--- src/rtl/scramble_pkg.sv ---
// Shared constants, FSM encoding and key-schedule helpers for the 12-bit
// Feistel address scrambler and its descrambler.
package scramble_pkg;

    localparam int unsigned ADDR_W = 12;
    localparam int unsigned KEY_W  = 16;
    localparam int unsigned ROUNDS = 8;
    localparam int unsigned HALF_W = ADDR_W / 2;
    localparam int unsigned RCNT_W = 4;

    typedef enum logic [1:0] {
        IDLE = 2'd0,
        RUN  = 2'd1,
        DONE = 2'd2
    } state_t;

    function automatic logic [KEY_W-1:0] rotl16(input logic [KEY_W-1:0] x,
                                                 input int unsigned n);
        int unsigned s;
        s = n % KEY_W;
        if (s == 0) return x;
        return (x << s) | (x >> (KEY_W - s));
    endfunction

    function automatic logic [HALF_W-1:0] rotl6(input logic [HALF_W-1:0] x);
        return {x[HALF_W-2:0], x[HALF_W-1]};
    endfunction

    // Round r uses the low half-word of the key rotated left by 2r bits.
    function automatic logic [HALF_W-1:0] round_key(input logic [KEY_W-1:0]  kreg,
                                                    input logic [RCNT_W-1:0] r);
        logic [KEY_W-1:0] rot;
        rot = rotl16(kreg, 32'(r) * 32'd2);
        return rot[HALF_W-1:0];
    endfunction

    function automatic logic [HALF_W-1:0] feistel_f(input logic [HALF_W-1:0] r,
                                                    input logic [HALF_W-1:0] rk);
        return rotl6(r ^ rk);
    endfunction

endpackage

--- src/rtl/addr_scramble_if.sv ---
// Request/result bundle between the image bench and the address scrambler.
interface addr_scramble_if;
    import scramble_pkg::*;

    logic              start;
    logic [ADDR_W-1:0] in_addr;
    logic [KEY_W-1:0]  key;
    logic              busy;
    logic              done;
    logic [ADDR_W-1:0] out_addr;

    modport master (
        output start, in_addr, key,
        input  busy, done, out_addr
    );

    modport slave (
        input  start, in_addr, key,
        output busy, done, out_addr
    );

endinterface

--- src/rtl/feistel_round.sv ---
// One forward Feistel round on 6-bit halves: L' = R, R' = L ^ F(R, rk).
module feistel_round
    import scramble_pkg::*;
(
    input  logic [HALF_W-1:0] l,
    input  logic [HALF_W-1:0] r,
    input  logic [HALF_W-1:0] rk,
    output logic [HALF_W-1:0] l_new,
    output logic [HALF_W-1:0] r_new
);

    always_comb begin
        l_new = r;
        r_new = l ^ feistel_f(r, rk);
    end

endmodule

--- src/rtl/addr_scramble.sv ---
// Iterative keyed address scrambler: one Feistel round per clock, result
// held in out_addr and flagged by a one-cycle done pulse.
module addr_scramble
    import scramble_pkg::*;
(
    input  logic           clk,
    input  logic           reset,
    addr_scramble_if.slave bus
);

    state_t              state;
    state_t              state_next;
    logic [RCNT_W-1:0]   rcnt;
    logic [HALF_W-1:0]   l_q;
    logic [HALF_W-1:0]   r_q;
    logic [HALF_W-1:0]   l_new;
    logic [HALF_W-1:0]   r_new;
    logic [HALF_W-1:0]   rk;
    logic [KEY_W-1:0]    kreg;
    logic [ADDR_W-1:0]   out_q;
    logic                accept;
    logic                last_round;

    // A new request is taken in IDLE and also in the DONE cycle.
    assign accept     = bus.start && (state == IDLE || state == DONE);
    assign last_round = (rcnt == RCNT_W'(ROUNDS - 1));
    assign rk         = round_key(kreg, rcnt);

    feistel_round u_round (
        .l     (l_q),
        .r     (r_q),
        .rk    (rk),
        .l_new (l_new),
        .r_new (r_new)
    );

    always_ff @(posedge clk or posedge reset) begin
        if (reset) begin
            state <= IDLE;
        end else begin
            state <= state_next;
        end
    end

    always_comb begin
        state_next = state;
        case (state)
            IDLE:    if (bus.start) state_next = RUN;
            RUN:     if (last_round) state_next = DONE;
            DONE:    state_next = bus.start ? RUN : IDLE;
            default: state_next = IDLE;
        endcase
    end

    always_comb begin
        bus.busy = (state == RUN);
        bus.done = (state == DONE);
    end

    assign bus.out_addr = out_q;

    always_ff @(posedge clk or posedge reset) begin
        if (reset) begin
            rcnt  <= '0;
            l_q   <= '0;
            r_q   <= '0;
            kreg  <= '0;
            out_q <= '0;
        end else if (accept) begin
            rcnt <= '0;
            l_q  <= bus.in_addr[ADDR_W-1:HALF_W];
            r_q  <= bus.in_addr[HALF_W-1:0];
            kreg <= bus.key;
        end else if (state == RUN) begin
            rcnt <= rcnt + 1'b1;
            l_q  <= l_new;
            r_q  <= r_new;
            // Last round output is taken unswapped.
            if (last_round) out_q <= {l_new, r_new};
        end
    end

endmodule
--- src/flat_wrapper.sv ---
// flat-port wrapper written by rule: the top's interface ports become plain ports
module addr_scramble_flat import scramble_pkg::*;
  (clk, reset, bus_start, bus_in_addr, bus_key, bus_busy, bus_done, bus_out_addr);
  addr_scramble_if bus_i ();
  input  logic clk;
  input  logic reset;
  input wire logic [$bits(bus_i.start)-1:0] bus_start;
  input wire logic [$bits(bus_i.in_addr)-1:0] bus_in_addr;
  input wire logic [$bits(bus_i.key)-1:0] bus_key;
  output wire logic [$bits(bus_i.busy)-1:0] bus_busy;
  output wire logic [$bits(bus_i.done)-1:0] bus_done;
  output wire logic [$bits(bus_i.out_addr)-1:0] bus_out_addr;
  assign bus_i.start = bus_start;
  assign bus_i.in_addr = bus_in_addr;
  assign bus_i.key = bus_key;
  assign bus_busy = bus_i.busy;
  assign bus_done = bus_i.done;
  assign bus_out_addr = bus_i.out_addr;
  addr_scramble u_core (.clk(clk), .reset(reset), .bus(bus_i));
endmodule
--- config.mk ---
export PLATFORM = sky130hd
export DESIGN_NAME = addr_scramble_flat
export DESIGN_NICKNAME = d
export VERILOG_FILES = /design/src/rtl/scramble_pkg.sv /design/src/rtl/addr_scramble_if.sv /design/src/rtl/feistel_round.sv /design/src/rtl/addr_scramble.sv /design/src/flat_wrapper.sv
export SDC_FILE = /design/constraint.sdc
export NUM_CORES = 1
export LEC_CHECK = 0
export CORE_UTILIZATION = 56
export DETAILED_ROUTE_END_ITERATION = 10
export GPL_TIMING_DRIVEN = 0
export PLACE_DENSITY_LB_ADDON = 0.3
export SLEW_MARGIN = 20
export SYNTH_ARGS = -nofsm -noshare
export SYNTH_HDL_FRONTEND = slang
export SYNTH_SLANG_ARGS = --single-unit
--- constraint.sdc ---
create_clock -name clk -period 3.9 [get_ports clk]
set_input_delay 0.585 -clock clk [delete_from_list [all_inputs] [get_ports clk]]
set_output_delay 0.585 -clock clk [all_outputs]
set_load 0.005 [all_outputs]
# After elaboration in Yosys (flattened, before gate mapping)
# Cells that the tools add are included.
# totals
regBits	46
input_bits	31
word_cells	39
# classes
add_sub_neg	2
eq_ne	5
shifts	2
n_mux	13
n_bitwise	4
n_reduce_logical	7
# ops
operator	n
two-way mux 6 bit	6
zero test 32 bit	1
>> shifter 16 x 32 -> 6 bit	1
<< shifter 16 x 4 -> 6 bit	1
XOR 6 bit	2
two-way mux 4 bit	2
OR 6 bit	1
case mux 2 bit (3 select lines)	1
subtractor 5 x 4 -> 6 bit (first input constant)	1
adder 4 x 1 -> 4 bit (second input constant)	1
== test 4 x 3 -> 1 bit (second input constant)	1
two-way mux 2 bit	2
AND reduction 3 bit	1
== test 2 x 1 -> 1 bit (second input constant)	1
== test 2 bit (second input constant)	1
zero test 2 bit	1
two-way mux 1 bit	2
!= test 2 x 1 -> 1 bit (second input constant)	1
!= test 2 bit (second input constant)	1
AND reduction 2 bit	1
nonzero test 2 bit	1
logical AND 1 bit	1
logical OR 1 bit	1
inverter 1 bit	1

# Depth between registers and ports, before layout
# Gate-level depths: netlist (run 1).
# logic_depth
word_depth	8
mapped_depth	11
depth_no_buf	9

# Hierarchy
# Synthesis (run 1) repeated with hierarchy kept, for this count alone.
# hier_totals
hier_cells	233
hier_area_um2	2608.8
# modules_own_cells
mod	instances	cells_per_inst	area_per_inst_um2	seq_area_each_um2
addr_scramble	1	221	2421.1	1151.1
feistel_round	1	12	187.7	0.0

# Worst setup path after synthesis (run 1)
# OpenSTA, ideal clock, no wires.
# synth_timing
kind	flip-flop to flip-flop
startpoint	register u_core.rcnt[1]
endpoint	register u_core.r_q[0]
setup_time_ps	139
arrival_ps	2095
path_slack_ps	1666
path_stages_with_launch	11
path_buffers	1
synth_period_minus_slack_ps	2234
cell_sequence	dfrtp_1 -> buf_2 -> inv_1 -> ha_1 -> ha_1 -> mux4_2 -> nor2b_1 -> o21bai_1 -> a21oi_1 -> xnor2_1 -> a21oi_1
# synth_via
elab_chain_len	8
# synth_rtl
element	line	text
start, declared	addr_scramble.sv:13	logic [RCNT_W-1:0] rcnt;
start signal, assigned	addr_scramble.sv:75	rcnt <= rcnt + 1'b1;
subtractor 5 x 4 -> 6 bit	scramble_pkg.sv:22	return (x << s) | (x >> (KEY_W - s));
>> shifter 16 x 32 -> 6 bit	scramble_pkg.sv:22	
OR 6 bit	scramble_pkg.sv:22	
two-way mux 6 bit *	scramble_pkg.sv:22	
XOR 6 bit *	scramble_pkg.sv:39	return rotl6(r ^ rk);
XOR 6 bit *	feistel_round.sv:14	r_new = l ^ feistel_f(r, rk);
two-way mux 6 bit *	addr_scramble.sv:74	end else if (state == RUN) begin
two-way mux 6 bit *	addr_scramble.sv:69	end else if (accept) begin
end signal, assigned	addr_scramble.sv:72	r_q <= bus.in_addr[HALF_W-1:0];
end signal, assigned	addr_scramble.sv:77	r_q <= r_new;
end, declared	addr_scramble.sv:15	logic [HALF_W-1:0] r_q;
# Mark *: on every way between the ends. The rest lies on a longest branch, timed or not. The select of a mux whose other input is x is not followed.
# A chain may end at the register's enable or synchronous reset.

# Worst setup path after layout (run 1)
# layout_timing
startpoint	register u_core.state[1]
endpoint	output bus_busy
# layout_via
elab_chain_len	1
# layout_rtl
element	line	text
start, declared	addr_scramble.sv:11	state_t state;
start signal, assigned	addr_scramble.sv:41	state <= state_next;
== test 2 x 1 -> 1 bit	addr_scramble.sv:56	bus.busy = (state == RUN);
end, declared	flat_wrapper.sv:10	output wire logic [$bits(bus_i.busy)-1:0] bus_busy;
# Every way passes these cells.

==> metrics.md, run 1 <==
| Metric | Value |
|---|---|
| Area leader, netlist | dfrtp_1 |
| FMAX | 0.375 GHz |
| Final Max Tran Viols | 0 |
| Slowest cell on the critical path | clkdlybuf4s50_1 |
| Gate power share | 60.1% |
| Hold Violations, Final | 0 |
| Worst path bufs/invs | 3 |
| Worst-Margin Slew | 513 ps |
| Routability cong. | 0.942 |
| Final nets | 348 |
| Final WL | 5710 um |
| Crit. End Element | output pin |
| Root buf cell | clkbuf_8 |
| Tmin final | 2670 ps |
| Io pins | 45 |
| RSZ-0062 raised after global routing | false |
| Vias in the first global route | 2015 |
| Postcts setup bufs | 0 |
| Antenna violations before repair | 0 |
| Top Usage Layer GRT | met2 |
| First-pass GRT wire length | 9430 um |
| Cell Area, Synth | 2510 um2 |
| Die Ht | 68.9 um |
| Relative slew slack | 65.7% |
| CTS clk-pin slew, worst paths | 90 ps |
| Remaining DRCs | 0 |
| Synth Area per Inst | 9.57 um2 |
| Worst stage delay on the critical path | 590 ps |
| Switching pwr | 1.34 mW |
| Vias per cell | 5.66 |
| CTS Sinks | 46 |
| Final ANT Viol Nets | 0 |
| Fillers | 317 |
| Vias | 2066 |
| Internal power | 1.77 mW |
| Initial DRC count | 188 |
| CTS max path bufs | 2 |
| Area Overhead vs Synth | 24.5% |
| Die W | 68.9 um |
| H-tree Lvls | 2 |
| GR Util met1 | 38.7% |
| Final Util | 75.3% |
| Met3 Usage GRT | 4.44% |
| CTS tree | built |
| Largest net degree at the start of global routing | 33 |
| CP Launch Type | register |
| Crit path required time | 3310 ps |
| PD cells | 996 nW/um2 |
| Pleak | 1.42 nW |
| Unique cell type count in the Yosys netlist | 47 |
| Min-Delay Path Class | register to register |
| Sw Ratio | 43.1% |
| Number of synthesized flops with an enable pin | 0 |
| Cts repair resizes | 0 |
| Yosys reg bits | 46 |
| Crit path cell chain | nand2b_1, inv_2, clkbuf_1, clkdlybuf4s50_1 |
| Top-area cell type share of the netlist area | 45.9% |
| Fin crit share | 68.4% |
| Core area | 4140 um2 |
| Ratio of cells with drive above 1 in the final layout | 9.52% |
| Hold buffers post-CTS | 0 |
| CP Class | register to output pin |
| Avg WL per Cell | 15.6 um |
| Starting Density | 60.5% |
| Die area | 4750 um2 |
| Row count | 23 |
| Mapped Cells | 262 |
| Worst VDD drop | 0.000460 V |
| CP arrival | 2080 ps |
| Seq/Total Area, Yosys | 45.9% |
| WHS | 491 ps |
| Num CTS Buffers | 5 |
| Setup TNS after final layout | 0 ps |
| CP delay by family, top | buffers and inverters |
| Status | complete, no violations |
| Skew-Pair Late Insertion Delay | 310 ps |
| Leading post-synthesis cells by cell area | dfrtp_1 46%, nand2_1 11%, mux2i_1 6.0% |
| Final-report setup violation count | 0 |
| GRT Total Usage | 27.7% |
| Sequential share of power | 30.4% |
| DR pass1 iterations | 4 |
| Clk_skew | 10.3 ps |
| Met2 Usage GRT | 43.7% |
| Primary FF master, synth | dfrtp_1 |
| Power Total | 3.11 mW |
| Async set-reset flop share out of synthesis | 100% |
| Critical path peak fanout | 10 |
| Mapped Nets | 296 |
| DP HPWL | 4310 um |
| Yosys Warn Count | 0 |
| MaxCap Viol Count | 0 |
| Most common cell in the netlist | nand2_1 |
| Port Buffers | 44 |
| GRT overflow | 0 |
| Antenna diode count | 0 |
| Commonest cells in the netlist | 75 x nand2_1, 46 x dfrtp_1, 15 x mux2i_1, 10 x o21ai_0, 9 x a21oi_1 |
| Clock power frac | 9.5% |
## per-layer routing
metal	routed length (um)	up-vias
met5	0	-
met4	72	0
met3	271	8
met2	2800	63
met1	2570	990
li1	-	1005
## power groups by stage
stage / logic [mW] / registers (mW) / clock network (mW)
6_report: 1.87 / 0.944 / 0.295
2_1_floorplan: 1.37 / 0.896 / 0
4_1_cts: 1.86 / 0.942 / 0.296
3_5_place_dp: 1.85 / 0.951 / 0
3_3_place_gp: 1.78 / 0.934 / 0
5_1_grt: 2.06 / 0.979 / 0.319
## worst min-delay path: cells and delay by family (launching register included)
kind	cells	cell delay, ps
DFF	1	350
AOI/OAI and AO/OA	1	60
and+or+nand+nor	1	50
## final cells by class
class                      instances  area (um2)  share of cell area (%)
buffer                            15        91.3                    2.93
clock buffer                       5        68.8                    2.21
clock inverter                     3        21.3                   0.682
tap                               50        62.6                    2.00
inverter                           7        26.3                   0.842
timing repair buffer              45         460                    14.8
sequential                        46        1150                    36.9
multi-input combinational        194        1240                    39.7
## kinds of logic (layout without fill, tap and decap cells)
logic type	count (synthesis)	count (layout)	share of synthesized area, %
compound gates	53	53	13.7
buf+inv	22	75	4.69
xor+xnor	12	12	4.79
flops	46	46	45.9
simple gates	101	101	17.6
mux	25	25	11.8
fa+ha+maj	3	3	1.50
## registers in the layout, summed over array words and instances, names as in the netlist
signal / cells
u_core.kreg: 16
u_core.l_q: 6
u_core.r_q: 6
u_core.bus.out_addr: 12
u_core.rcnt: 4
u_core.state: 2
## metrics by stage
stage / instances / cell area [um2] / setup slack (ps)
after floorplan: 262 / 2510 / 1670
after global placement: 356 / 3010 / 1370
after detailed placement: 357 / 3030 / 1430
after CTS: 365 / 3120 / 1260
after global routing: 365 / 3120 / 1130
final: 365 / 3120 / 1230
## cells in the final DEF (no fill, tap or decap), types with 2 or more instances in the layout
cell type        count
a22oi_1              8
xnor2_1              5
a21oi_1              9
nand3b_1             4
o21ai_0             10
o22ai_1              3
ha_1                 3
xor2_1               5
clkdlybuf4s50_1     44
mux2i_1             15
dfrtp_1             46
inv_2                3
nand2b_1             4
nor3_1               2
clkbuf_1             7
nand3_1              4
nor2_1               4
buf_4                2
clkbuf_8             5
o21ai_1              7
inv_1                4
xnor2_2              2
buf_2                3
mux2_1               6
nand2_1             75
mux4_2               3
o211ai_1             3
nor2b_1              4
buf_12               2
## path summary, 6_finish.rpt
path	start	end	slack, ps	cells past startpoint
max in group asynchronous	reset	u_core.rcnt[2]	2870	3
worst min register to register	u_core.bus.out_addr[2]	u_core.bus.out_addr[2]	490	2
min in group asynchronous	reset	u_core.bus.out_addr[2]	560	2
worst max-delay path	u_core.state[1]	bus_busy	1230	4
worst min-delay path	u_core.bus.out_addr[2]	u_core.bus.out_addr[2]	490	2
worst max register to register	u_core.rcnt[1]	u_core.r_q[0]	1410	10
Power figures use the tool's default switching activity.
==> run 2, diff against run 1 <==
--- a/config.mk
+++ b/config.mk
@@ -5,7 +5,7 @@
 export SDC_FILE = /design/constraint.sdc
 export NUM_CORES = 1
 export LEC_CHECK = 0
-export CORE_UTILIZATION = 56
+export CORE_UTILIZATION = 52
 export DETAILED_ROUTE_END_ITERATION = 10
 export GPL_TIMING_DRIVEN = 0
 export PLACE_DENSITY_LB_ADDON = 0.3
==> constraint.sdc (replaced) <==
create_clock -name clk -period 2.7 [get_ports clk]
set_input_delay 0.405 -clock clk [delete_from_list [all_inputs] [get_ports clk]]
set_output_delay 0.405 -clock clk [all_outputs]
set_load 0.005 [all_outputs]
==> metrics.md, run 2 (synthesis gave the netlist of run 1 again) <==
| Metric | Value |
|---|---|
| Status | complete, no violations |
| Slowest cell on the critical path | mux4_2 |
| R2R cell count | 10 |
| Sequential share of power | 29.9% |
| Worst stage delay on the critical path | 500 ps |
| MaxCap Viol Count | 0 |
| Worst VDD drop | 0.000717 V |
| Hold buffers post-CTS | 0 |
| Ratio of cells with drive above 1 in the final layout | 9.21% |
| Avg WL per Cell | 15.6 um |
| Max reg flops | 16 |
| Vias | 2070 |
| Crit path required time | 2870 ps |
| Pleak | 1.42 nW |
| CP Class | register to register |
| Switching pwr | 1.91 mW |
| Vias per cell | 5.64 |
| Critical path peak fanout | 8 |
| Initial DRC count | 211 |
| FMAX | 0.394 GHz |
| Final nets | 348 |
| DP HPWL | 4330 um |
| Postcts setup bufs | 0 |
| Fillers | 360 |
| CTS Sinks | 46 |
| CTS clk-pin slew, worst paths | 90 ps |
| Final Util | 69.8% |
| CP Launch Type | register |
| Num CTS Buffers | 5 |
| Root buf cell | clkbuf_8 |
| Worst-Margin Slew | 508 ps |
| Sw Ratio | 41.9% |
| Area Overhead vs Synth | 25.3% |
| Area of the multi-input gates | 1240 um2 |
| GRT Total Usage | 24.5% |
| CTS max path bufs | 2 |
| Port Buffers | 44 |
| Most common cell after layout, fill and taps aside | nand2_1 |
| Gate power share | 58.9% |
| Most frequent cells in the layout | 75 x nand2_1, 46 x dfrtp_1, 44 x clkdlybuf4s50_1 |
| Row count | 24 |
| Die area | 5100 um2 |
| CP arrival | 2710 ps |
| Clk_skew | 6.71 ps |
| GRT overflow | 0 |
| Internal power | 2.65 mW |
| RSZ-0062 raised after global routing | false |
| Io pins | 45 |
| CTS tree | built |
| Cts repair resizes | 0 |
| Vias in the first global route | 2006 |
| Setup TNS after final layout | 0 ps |
| Crit path cell chain | buf_2, inv_1, ha_1, ha_1, mux4_2, nor2b_1, o21bai_1, a21oi_1, xnor2_1, a21oi_1 |
| Core area | 4500 um2 |
| Final-report setup violation count | 0 |
| Antenna diode count | 0 |
| Crit. End Element | register |
| Largest net degree at the start of global routing | 29 |
| Reg-to-reg startpoint | u_core.rcnt[1] |
| Final ANT Viol Nets | 0 |
| H-tree Lvls | 2 |
| R2r setup slk | 160 ps |
| DR pass1 iterations | 4 |
| PD cells | 1450 nW/um2 |
| Die Ht | 71.4 um |
| Starting Density | 55.7% |
| First-pass GRT wire length | 9470 um |
| Remaining DRCs | 0 |
| Hold Violations, Final | 0 |
| Min-Delay Path Class | primary input to asynchronous set/reset pin |
| Antenna violations before repair | 0 |
| Reg area | 1150 um2 |
| Register name with the most flops | u_core.kreg |
| Relative slew slack | 66.1% |
| Tmin final | 2540 ps |
| Worst path bufs/invs | 2 |
| Skew-Pair Late Insertion Delay | 300 ps |
| Reg2reg end | u_core.r_q[0] |
| Fin crit share | 94.0% |
| Final WL | 5710 um |
| CP delay by family, top | adder cells |
| Die W | 71.4 um |
| Final Max Tran Viols | 0 |
| Clock power frac | 11.2% |
| Routability cong. | 0.893 |
run 2: cell types whose count changed in the layout (fill, tap and decap cells not counted), sizes merged:
cell	delta
clkinv	-2
bufinv	+1
clkbuf	+1
run 2: cell type report:
class,instances,area share [%]
well taps,52,2.07
plain buffers,15,2.91
repair buffers,45,14.6
clock inverters,2,1.19
clock buffers,6,2.31
flip-flops and latches,46,36.6
inverters,7,0.836
multi-input cells,194,39.4
run 2: power by group through the flow:
| stage | clock network [mW] | registers, mW | logic (mW) |
|---|---|---|---|
| after detailed placement | 0 | 1.37 | 2.67 |
| after floorplan | 0 | 1.29 | 1.98 |
| after global placement | 0 | 1.35 | 2.59 |
| after global routing | 0.557 | 1.40 | 2.93 |
| final | 0.511 | 1.36 | 2.68 |
| after CTS | 0.518 | 1.36 | 2.68 |
run 2: worst max path at each step:
stage / depth (start not counted) / startpoint / to / slack [ps]
floorplan: 10 / u_core.rcnt[1] / u_core.r_q[0] / 470
global placement: 9 / u_core.rcnt[0] / u_core.r_q[0] / 230
detailed placement: 10 / u_core.rcnt[1] / u_core.r_q[0] / 210
CTS: 9 / u_core.rcnt[0] / u_core.r_q[0] / 200
global route: 9 / u_core.rcnt[0] / u_core.r_q[0] / 50
finish: 10 / u_core.rcnt[1] / u_core.r_q[0] / 160
run 2: layer usage:
metal	global-route usage (%)	vias to the layer above	part of all wire (%)
met4	7.56	0	1.3
met3	4.64	7	4.8
li1	-	1006	-
met5	0	-	0
met2	39.2	52	49
met1	34.0	1005	45
run 2: metrics by stage:
step | setup slack (ps) | hold WS, ps | cell area (um2) | cells | total power [mW]
5_1_grt | 45.1 | 463 | 3140 | 367 | 4.89
2_1_floorplan | 466 | 458 | 2510 | 262 | 3.28
3_5_place_dp | 205 | 469 | 3030 | 359 | 4.04
3_3_place_gp | 226 | 462 | 3010 | 358 | 3.95
6_report | 161 | 414 | 3140 | 367 | 4.56
4_1_cts | 199 | 417 | 3140 | 367 | 4.56
==> run 3, diff against run 2 <==
--- a/config.mk
+++ b/config.mk
@@ -7,7 +7,6 @@
 export LEC_CHECK = 0
 export CORE_UTILIZATION = 52
 export DETAILED_ROUTE_END_ITERATION = 10
-export GPL_TIMING_DRIVEN = 0
 export PLACE_DENSITY_LB_ADDON = 0.3
 export SLEW_MARGIN = 20
 export SYNTH_ARGS = -nofsm -noshare
==> metrics.md, run 3 (synthesis gave the netlist of run 1 again) <==
| Metric | Value |
|---|---|
| Antenna diode count | 0 |
| Io pins | 45 |
| Tmin final | 2300 ps |
| Vias in the first global route | 1969 |
| PD cells | 1440 nW/um2 |
| Final-report setup violation count | 0 |
| Port Buffers | 44 |
| Die W | 71.4 um |
| Critical path peak fanout | 9 |
| Final ANT Viol Nets | 0 |
| Vias | 2026 |
| Hold buffers post-CTS | 0 |
| Vias per cell | 5.61 |
| Pleak | 1.42 nW |
| Row count | 24 |
| Most common cell after layout, fill and taps aside | nand2_1 |
| Initial DRC count | 142 |
| Clock power frac | 11.5% |
| Fillers | 379 |
| Final nets | 342 |
| CP delay by family, top | multiplexers |
| Relative slew slack | 62.6% |
| CTS max path bufs | 2 |
| CP arrival | 2480 ps |
| Most frequent cells in the layout | 75 x nand2_1, 46 x dfrtp_1, 44 x clkdlybuf4s50_1 |
| Sw Ratio | 41.7% |
| Worst stage delay on the critical path | 530 ps |
| Max reg flops | 16 |
| Remaining DRCs | 0 |
| Skew-Pair Late Insertion Delay | 310 ps |
| Hold Violations, Final | 0 |
| Register name with the most flops | u_core.kreg |
| Routability cong. | 0.949 |
| Largest net degree at the start of global routing | 47 |
| Crit path cell chain | inv_2, ha_1, buf_4, mux2i_1, mux4_2, nand2_1, o21ai_2, xnor2_2, a21oi_1 |
| Worst-Margin Slew | 560 ps |
| Root buf cell | clkbuf_8 |
| Area Overhead vs Synth | 23.9% |
| CP Class | register to register |
| Die area | 5100 um2 |
| GRT Total Usage | 24.0% |
| Die Ht | 71.4 um |
| Power Total | 4.48 mW |
| Status | complete, no violations |
| Gate power share | 58.5% |
| Crit. End Element | register |
| CTS tree | built |
| Switching pwr | 1.87 mW |
| Sequential share of power | 30.0% |
| DR pass1 iterations | 4 |
| Fin crit share | 85.1% |
| Worst path bufs/invs | 2 |
| Min-Delay Path Class | register to register |
| Num CTS Buffers | 5 |
| Postcts setup bufs | 0 |
| Worst VDD drop | 0.000660 V |
| Final Max Tran Viols | 0 |
| Crit path required time | 2880 ps |
| CP Launch Type | register |
| Final WL | 5470 um |
| Clk_skew | 8.63 ps |
| H-tree Lvls | 2 |
| CTS Sinks | 46 |
| GRT overflow | 0 |
| CTS clk-pin slew, worst paths | 90 ps |
| RSZ-0062 raised after global routing | false |
| MaxCap Viol Count | 0 |
| Core area | 4500 um2 |
| FMAX | 0.435 GHz |
| Setup TNS after final layout | 0 ps |
| Slowest cell on the critical path | ha_1 |
| Antenna violations before repair | 0 |
| WHS | 483 ps |
| Starting Density | 55.7% |
| Ratio of cells with drive above 1 in the final layout | 10.0% |
| Cts repair resizes | 0 |
| First-pass GRT wire length | 9480 um |
| Internal power | 2.61 mW |
| DP HPWL | 3990 um |
| Avg WL per Cell | 15.2 um |
[run 3: path summary, 6_finish.rpt]
path	from	end	slack (ps)	cells past startpoint
max in group asynchronous	reset	u_core.rcnt[1]	1760	3
max	u_core.rcnt[0]	u_core.r_q[2]	400	9
min	u_core.bus.out_addr[1]	u_core.bus.out_addr[1]	480	1
min in group asynchronous	reset	u_core.kreg[12]	560	3
min reg2reg	u_core.bus.out_addr[1]	u_core.bus.out_addr[1]	480	1
max reg2reg	u_core.rcnt[0]	u_core.r_q[2]	400	9
[run 3: area by class of cell]
class | instances | area, um2 | area share (%)
Clock buffer | 6 | 72.6 | 2.34
Multi-Input combinational cell | 194 | 1240 | 39.9
Sequential cell | 46 | 1150 | 37.1
Inverter | 7 | 26.3 | 0.846
Clock inverter | 2 | 37.5 | 1.21
Tap cell | 52 | 65.1 | 2.09
Timing Repair Buffer | 54 | 515 | 16.6
[run 3: power by group through the flow]
stage / Clock [mW] / Combinational, mW / Sequential [mW]
5_1_grt: 0.547 / 2.91 / 1.40
3_5_place_dp: 0 / 2.60 / 1.36
6_report: 0.514 / 2.62 / 1.34
2_1_floorplan: 0 / 1.98 / 1.29
4_1_cts: 0.524 / 2.62 / 1.34
3_3_place_gp: 0 / 2.52 / 1.35
[run 3: per-layer routing]
| metal | track usage (%) | vias up | wire length [um] |
|---|---|---|---|
| li1 | - | 991 | - |
| met1 | 33.1 | 966 | 2410 |
| met2 | 38.4 | 56 | 2700 |
| met3 | 4.36 | 13 | 267 |
| met4 | 8.44 | 0 | 95 |
| met5 | 0 | - | 0 |
[run 3: through the flow]
stage / cell area (um2) / setup WS, ps / util [%] / std cells
6_report: 3110 / 402 / 69.0 / 361
5_1_grt: 3110 / 246 / 69.0 / 361
4_1_cts: 3110 / 417 / 69.0 / 361
3_5_place_dp: 3000 / 420 / 66.5 / 353
3_3_place_gp: 3000 / 451 / 66.5 / 353
2_1_floorplan: 2510 / 466 / - / 262
